## src/rtl/multi_cycle_controller.sv

```systemverilog
// Multi-cycle RV32I control FSM: sequences fetch, decode, execute, memory and writeback.
// Optional MEM_READY_EN adds a mem_ready handshake that stalls FETCH/MEM_READ/MEM_WRITE.
module multi_cycle_controller (
  input  logic       clk,
  input  logic       rst,
`ifdef MEM_READY_EN
  input  logic       mem_ready,
`endif
  input  logic [6:0] opc,
  input  logic [2:0] func3,
  input  logic       zero,
  input  logic       neg,
  output logic       pc_write,
  output logic       adr_src,
  output logic       mem_write,
  output logic       ir_write,
  output logic [1:0] result_src,
  output logic [1:0] alu_src_a,
  output logic [1:0] alu_src_b,
  output logic [2:0] imm_src,
  output logic       reg_write,
  output logic [1:0] alu_op,
  output logic       instr_done,
  output logic       illegal
);
  localparam logic [6:0] OP_LW  = 7'b0000011;
  localparam logic [6:0] OP_SW  = 7'b0100011;
  localparam logic [6:0] OP_R   = 7'b0110011;
  localparam logic [6:0] OP_B   = 7'b1100011;
  localparam logic [6:0] OP_I   = 7'b0010011;
  localparam logic [6:0] OP_LUI = 7'b0110111;
  localparam logic [6:0] OP_JAL = 7'b1101111;

  typedef enum logic [3:0] {
    S_FETCH, S_DECODE, S_MEM_ADR, S_MEM_READ, S_MEM_WB, S_MEM_WRITE,
    S_EXEC_R, S_EXEC_I, S_ALU_WB, S_BRANCH, S_JAL, S_LUI
  } state_t;

  state_t r_state, w_next;
  logic   w_ready, w_taken;
  logic   w_pc_write, w_mem_write, w_ir_write, w_reg_write, w_done, w_illegal;

`ifdef MEM_READY_EN
  assign w_ready = mem_ready;
`else
  assign w_ready = 1'b1;
`endif

  always_comb begin
    case (func3)
      3'b000:  w_taken = zero;
      3'b001:  w_taken = ~zero;
      3'b100:  w_taken = neg;
      3'b101:  w_taken = ~neg;
      default: w_taken = 1'b0;
    endcase
  end

  always_comb begin
    case (opc)
      OP_SW:   imm_src = 3'b001;
      OP_B:    imm_src = 3'b010;
      OP_LUI:  imm_src = 3'b011;
      OP_JAL:  imm_src = 3'b100;
      default: imm_src = 3'b000;
    endcase
  end

  always_ff @(posedge clk or posedge rst) begin
    if (rst) r_state <= S_FETCH;
    else     r_state <= w_next;
  end

  always_comb begin
    w_next      = r_state;
    w_pc_write  = 1'b0;
    w_mem_write = 1'b0;
    w_ir_write  = 1'b0;
    w_reg_write = 1'b0;
    w_done      = 1'b0;
    w_illegal   = 1'b0;
    adr_src     = 1'b0;
    result_src  = 2'b00;
    alu_src_a   = 2'b00;
    alu_src_b   = 2'b00;
    alu_op      = 2'b00;
    case (r_state)
      S_FETCH: begin
        alu_src_b  = 2'b10;
        result_src = 2'b10;
        if (w_ready) begin
          w_ir_write = 1'b1;
          w_pc_write = 1'b1;
          w_next     = S_DECODE;
        end
      end
      S_DECODE: begin
        alu_src_a = 2'b01;
        alu_src_b = 2'b01;
        case (opc)
          OP_LW, OP_SW: w_next = S_MEM_ADR;
          OP_R:         w_next = S_EXEC_R;
          OP_I:         w_next = S_EXEC_I;
          OP_B:         w_next = S_BRANCH;
          OP_JAL:       w_next = S_JAL;
          OP_LUI:       w_next = S_LUI;
          default: begin
            w_illegal = 1'b1;
            w_next    = S_FETCH;
          end
        endcase
      end
      S_MEM_ADR: begin
        alu_src_a = 2'b10;
        alu_src_b = 2'b01;
        w_next    = (opc == OP_SW) ? S_MEM_WRITE : S_MEM_READ;
      end
      S_MEM_READ: begin
        adr_src = 1'b1;
        if (w_ready) w_next = S_MEM_WB;
      end
      S_MEM_WB: begin
        result_src  = 2'b01;
        w_reg_write = 1'b1;
        w_done      = 1'b1;
        w_next      = S_FETCH;
      end
      S_MEM_WRITE: begin
        adr_src = 1'b1;
        if (w_ready) begin
          w_mem_write = 1'b1;
          w_done      = 1'b1;
          w_next      = S_FETCH;
        end
      end
      S_EXEC_R: begin
        alu_src_a = 2'b10;
        alu_op    = 2'b10;
        w_next    = S_ALU_WB;
      end
      S_EXEC_I: begin
        alu_src_a = 2'b10;
        alu_src_b = 2'b01;
        alu_op    = 2'b11;
        w_next    = S_ALU_WB;
      end
      S_ALU_WB: begin
        w_reg_write = 1'b1;
        w_done      = 1'b1;
        w_next      = S_FETCH;
      end
      S_BRANCH: begin
        alu_src_a  = 2'b10;
        alu_op     = 2'b01;
        w_pc_write = w_taken;
        w_done     = 1'b1;
        w_next     = S_FETCH;
      end
      S_JAL: begin
        // PC <- PC+imm while ALUOut keeps oldPC+4 for the link writeback in ALU_WB
        alu_src_a  = 2'b01;
        alu_src_b  = 2'b10;
        w_pc_write = 1'b1;
        w_next     = S_ALU_WB;
      end
      S_LUI: begin
        result_src  = 2'b11;
        w_reg_write = 1'b1;
        w_done      = 1'b1;
        w_next      = S_FETCH;
      end
      default: w_next = S_FETCH;
    endcase
  end

  // Reset holds state at FETCH, so enables must be masked or FETCH would write during reset.
  assign pc_write   = w_pc_write  & ~rst;
  assign mem_write  = w_mem_write & ~rst;
  assign ir_write   = w_ir_write  & ~rst;
  assign reg_write  = w_reg_write & ~rst;
  assign instr_done = w_done      & ~rst;
  assign illegal    = w_illegal   & ~rst;
endmodule

```

## config.mk

```make
export PLATFORM = sky130hd
export DESIGN_NAME = multi_cycle_controller
export DESIGN_NICKNAME = d
export VERILOG_FILES = /design/src/rtl/multi_cycle_controller.sv
export SDC_FILE = /design/constraint.sdc
export NUM_CORES = 1
export LEC_CHECK = 0
export CAP_MARGIN = 0
export CORE_MARGIN = 4
export CORE_UTILIZATION = 45
export CTS_BUF_LIST = sky130_fd_sc_hd__clkbuf_4
export DETAILED_ROUTE_END_ITERATION = 10
export DONT_BUFFER_PORTS = 1
export PLACE_DENSITY_LB_ADDON = 0.15
export SETUP_SLACK_MARGIN = 0.02
export SLEW_MARGIN = 10
export SYNTH_ARGS = -nofsm -noshare
export SYNTH_HDL_FRONTEND = slang
export SYNTH_SLANG_ARGS = --single-unit
```

## constraint.sdc

```tcl
create_clock -name clk -period 1.31 [get_ports clk]
set_input_delay 0.262 -clock clk [delete_from_list [all_inputs] [get_ports clk]]
set_output_delay 0.262 -clock clk [all_outputs]
set_load 0.05 [all_outputs]
```

==> metrics.txt, run 1 <==
y dimension of the die 44.8 µm; outcome did not finish; Avg Inst Size Synth 6.99 µm²; top post-synthesis cells by area dfrtp_1 (16%), nor2_1 (6.8%), mux2i_1 (6.6%); post-synthesis sequential area ratio 0.165; width of the die 44.8 µm; count of state elements after synthesis 4; Cells after Synth 87; ys async rst share 1.00; cell taking the most area after synthesis dfrtp_1; failing step 3_5_place_dp; initial core utilization 0.513; Synth warnings 0; routability congestion estimate from global placement 0.835; Top Ports 32; share of the synthesized area in the top cell type 0.165; post-synth net total 101; Post-synth EDFFs 0; most frequently used flop master after synthesis dfrtp_1; number of I/O port buffers 0; post-synthesis cell area 608 µm²; Run Error [ERROR DPL-0038] Utilization greater than 100%, impossible to legalize; number of placement rows 12; library cells used by synthesis 36
Yosys cell counts, types with 2 or more instances:
library cell   n
nor2_1        11
nand2_1        7
a21oi_1        6
nand2b_1       6
buf_2          4
dfrtp_1        4
mux2i_1        4
nand3_1        4
inv_1          3
nor2b_1        3
nor3_1         3
xnor2_1        3
a21o_1         2
nor4_1         2
o21a_1         2
o21ai_0        2
xor2_1         2
through the flow:
stage             setup TNS (ns)  hold WS [ns]
global placement           -2.64         0.148
floorplan                  -3.33        0.0436
cell families after synthesis:
kind of cell,Yosys count,synth area share
flops,4,0.165
xor+xnor,5,0.0720
simple gates,43,0.381
buf+inv,9,0.0638
compound gates,22,0.253
mux,4,0.0658
==> inputs of run 2 (changes only) <==
--- a/config.mk
+++ b/config.mk
@@ -6,13 +6,11 @@
 export NUM_CORES = 1
 export LEC_CHECK = 0
 export CAP_MARGIN = 0
-export CORE_MARGIN = 4
-export CORE_UTILIZATION = 45
-export CTS_BUF_LIST = sky130_fd_sc_hd__clkbuf_4
+export CORE_AREA = 4 4 65 67
 export DETAILED_ROUTE_END_ITERATION = 10
+export DIE_AREA = 0 0 69 71
 export DONT_BUFFER_PORTS = 1
 export PLACE_DENSITY_LB_ADDON = 0.15
-export SETUP_SLACK_MARGIN = 0.02
 export SLEW_MARGIN = 10
 export SYNTH_ARGS = -nofsm -noshare
 export SYNTH_HDL_FRONTEND = slang
==> constraint.sdc (replaced) <==
create_clock -name clk -period 1.7 [get_ports clk]
set_input_delay 0.34 -clock clk [delete_from_list [all_inputs] [get_ports clk]]
set_output_delay 0.34 -clock clk [all_outputs]
set_load 0.05 [all_outputs]
==> run 2 against run 1 <==
The flow now finishes, with violations (setup timing). Synthesized cell count unchanged. Area after synthesis unchanged.
==> metrics.txt, run 2 <==
Placeable Area 0.00363 mm²; post-synthesis sequential area ratio 0.165 (unchanged); First-pass DRT Iterations 4; f_max 547 MHz; via count 810; clock tree root buffer cell clkbuf_8; WS Path Type reg -> out; Maximum Capacitance Violations 0; classification of the worst-slack hold path in -> async; start point of the critical path r_state[0]$_DFF_PP0_; number of endpoints failing setup at the final stage 10; number of placement rows 22 (was 12); unrepaired setup endpoints after global routing true; static leakage power 0.601 nW; Worst EP required 1.36 ns; wire length of the first global-routing pass 3.69 mm; initial core utilization 0.167 (was 0.513); violations in the final reports setup timing; width of the die 69 µm (was 44.8 µm); clock slew at reported path FFs 0.03 ns; share of the synthesized area in the top cell type 0.165 (unchanged); power density over the cells 1240 mW/mm²; worst rel slew slack 0.782; number of I/O port buffers 0 (unchanged); post-synth net total 101 (unchanged); outcome complete, but fails checks (was did not finish); post-layout min period 1.83 ns; pre-CTS setup slack 0.00698 ns; longest individual stage delay on the worst path 0.45 ns; Synth warnings 0 (unchanged); series of cell instances along the critical path nand3b_1, a2111oi_4, buf_12; final setup slack of the worst path -0.130 ns; count of unresolved DRC violations after routing 0; Top Ports 32 (unchanged); Layout area overhead 142%; Die Footprint 0.00490 mm²; portion of total power attributed to sequential cells 0.086; routability congestion estimate from global placement 0.711 (was 0.835); initial antenna violation count 0; GRT Resource Usage Total 0.0904; Combinational Power Share 0.807; n_diodes 0; area post-placement 0.00119 mm²; crit path DAT 1.49 ns; Avg Inst Size Synth 6.99 µm² (unchanged); Worst-Skew Late Latency 0.21 ns; Post-synth EDFFs 0 (unchanged); final clock period utilization by the worst path 1.08; vias in the first global route 824; net switching power 829 µW; Largest register FFs 4; total negative setup slack -0.732 ns; pin count of the biggest net entering global routing 9; slowest stage cell on the critical path dfrtp_2; violation count after the first detailed-routing iteration 12; Critical Path Sink Type primary output; cell internal pwr 992 µW; clock share of power 0.107; post-detailed-route wirelength per cell 12.6 µm; layout cells sized above 1 0.632; cell taking the most area after synthesis dfrtp_1 (unchanged); total number of clock tree sinks 4; Cells after Synth 87 (unchanged); post-detail-place hpwl 1.83 mm; commonest non-fill, non-tap cell in the layout buf_4; type of element launching the critical path flop; number of buffers on the longest clock path 2; most frequently used flop master after synthesis dfrtp_1 (unchanged); worst ir drop on vdd 0.315 mV; top post-synthesis cells by area dfrtp_1 (16%), nor2_1 (6.8%), mux2i_1 (6.6%) (unchanged); Critical R2R Launch r_state[0]$_DFF_PP0_; ys async rst share 1.00 (unchanged); post-route design area 0.00147 mm²; Post-Route Utilization 0.406; Nets 149; library cells used by synthesis 36 (unchanged); remaining antenna violation count 0; largest registers r_state x4; final hold viol count 0; overall overflow remaining after global route 0; pin slew with the least headroom to its limit 0.326 ns; count of state elements after synthesis 4 (unchanged); Final Skew 0.00275 ns; post-synthesis cell area 608 µm² (unchanged); number of levels the H-tree was split into 1; switching share of power 0.455; number of CTS-inserted buffers 3; leading cell type by number of instances after synthesis nor2_1 (unchanged); CTS tree yes; Largest Register r_state; total routed wirelength 2.27 mm; final count of pins violating max slew 0; most used cells in the layout excluding fill and tap cells buf_4 (24), buf_6 (14), buf_12 (11), nor2_1 (6); Fill cells 390; commonest cells in the netlist nor2_1 (11), nand2_1 (7), a21oi_1 (6), nand2b_1 (6) (unchanged); drt via density 4.48; y dimension of the die 71 µm (was 44.8 µm); worst-path fanout max 8
## run 2: repair_timing
item	CTS	global route
hold buffers	0	0
pin swaps	10	10
buffers inserted	8	5
setup endpoints to repair	15	14
gates resized for setup	21	14
## run 2: worst paths after layout
| check | to | slack (ns) | depth (start not counted) |
|---|---|---|---|
| min in group clk | r_state[0]$_DFF_PP0_ | 0.32 | 2 |
| setup / recovery | pc_write | -0.13 | 3 |
| max in group asynchronous | r_state[2]$_DFF_PP0_ | 1.55 | 2 |
| hold / removal | r_state[3]$_DFF_PP0_ | 0.04 | 2 |
| hold reg to reg | r_state[3]$_DFF_PP0_ | 0.77 | 3 |
| setup reg to reg | r_state[1]$_DFF_PP0_ | 0.33 | 5 |
## run 2: final cells by class
type                            instances  area, µm²  share of cell area
Multi-Input combinational cell         74        699               0.475
Timing Repair Buffer                   49        558               0.379
Sequential cell                         4        104              0.0705
Tap cell                               48       60.1              0.0407
Clock buffer                            3       41.3              0.0280
Inverter                                3       11.3             0.00764
## run 2: critical path, delay by kind of cell (launching register included)
| kind | cells | cell delay [ns] |
|---|---|---|
| DFF | 1 | 0.45 |
| buffers and inverters | 1 | 0.18 |
| AOI/OAI and AO/OA | 1 | 0.39 |
| and+or+nand+nor | 1 | 0.25 |
## run 2: power by group through the flow
stage,registers [mW],clock network [mW],logic (mW)
after detailed placement,0.150,0,1.25
after global routing,0.162,0.206,1.54
after floorplan,0.119,0,0.747
after global placement,0.147,0,1.25
after CTS,0.158,0.200,1.36
final,0.157,0.195,1.47
## run 2: cell families (layout without fill, tap and decap cells)
| group | count (synthesis) | after routing | synth area share |
|---|---|---|---|
| AND/OR/NAND/NOR | 43 | 43 | 0.381 |
| buffers and inverters | 9 | 55 | 0.0638 |
| AO/OA/AOI/OAI | 22 | 22 | 0.253 |
| flip-flops | 4 | 4 | 0.165 |
| multiplexers | 4 | 4 | 0.0658 |
| XOR/XNOR | 5 | 5 | 0.0720 |
## run 2: stage by stage
step | power, mW | cells | hold WS [ns]
after detailed placement | 1.40 | 166 | 0.226
after global routing | 1.91 | 181 | 0.0535
final | 1.82 | 181 | 0.0417
after global placement | 1.40 | 166 | 0.231
after CTS | 1.72 | 176 | 0.000106
after floorplan | 0.866 | 87 | 0.122
## run 2: layer usage
| layer | vias to the layer above | part of all wire | GRT usage |
|---|---|---|---|
| li1 | 406 | - | - |
| met2 | 38 | 0.51 | 0.167 |
| met3 | 2 | 0.077 | 0.0227 |
| met1 | 364 | 0.40 | 0.0968 |
| met5 | - | 0 | 0 |
| met4 | 0 | 0.0097 | 0.0390 |
Note: power is estimated with default switching activity, not from simulation.
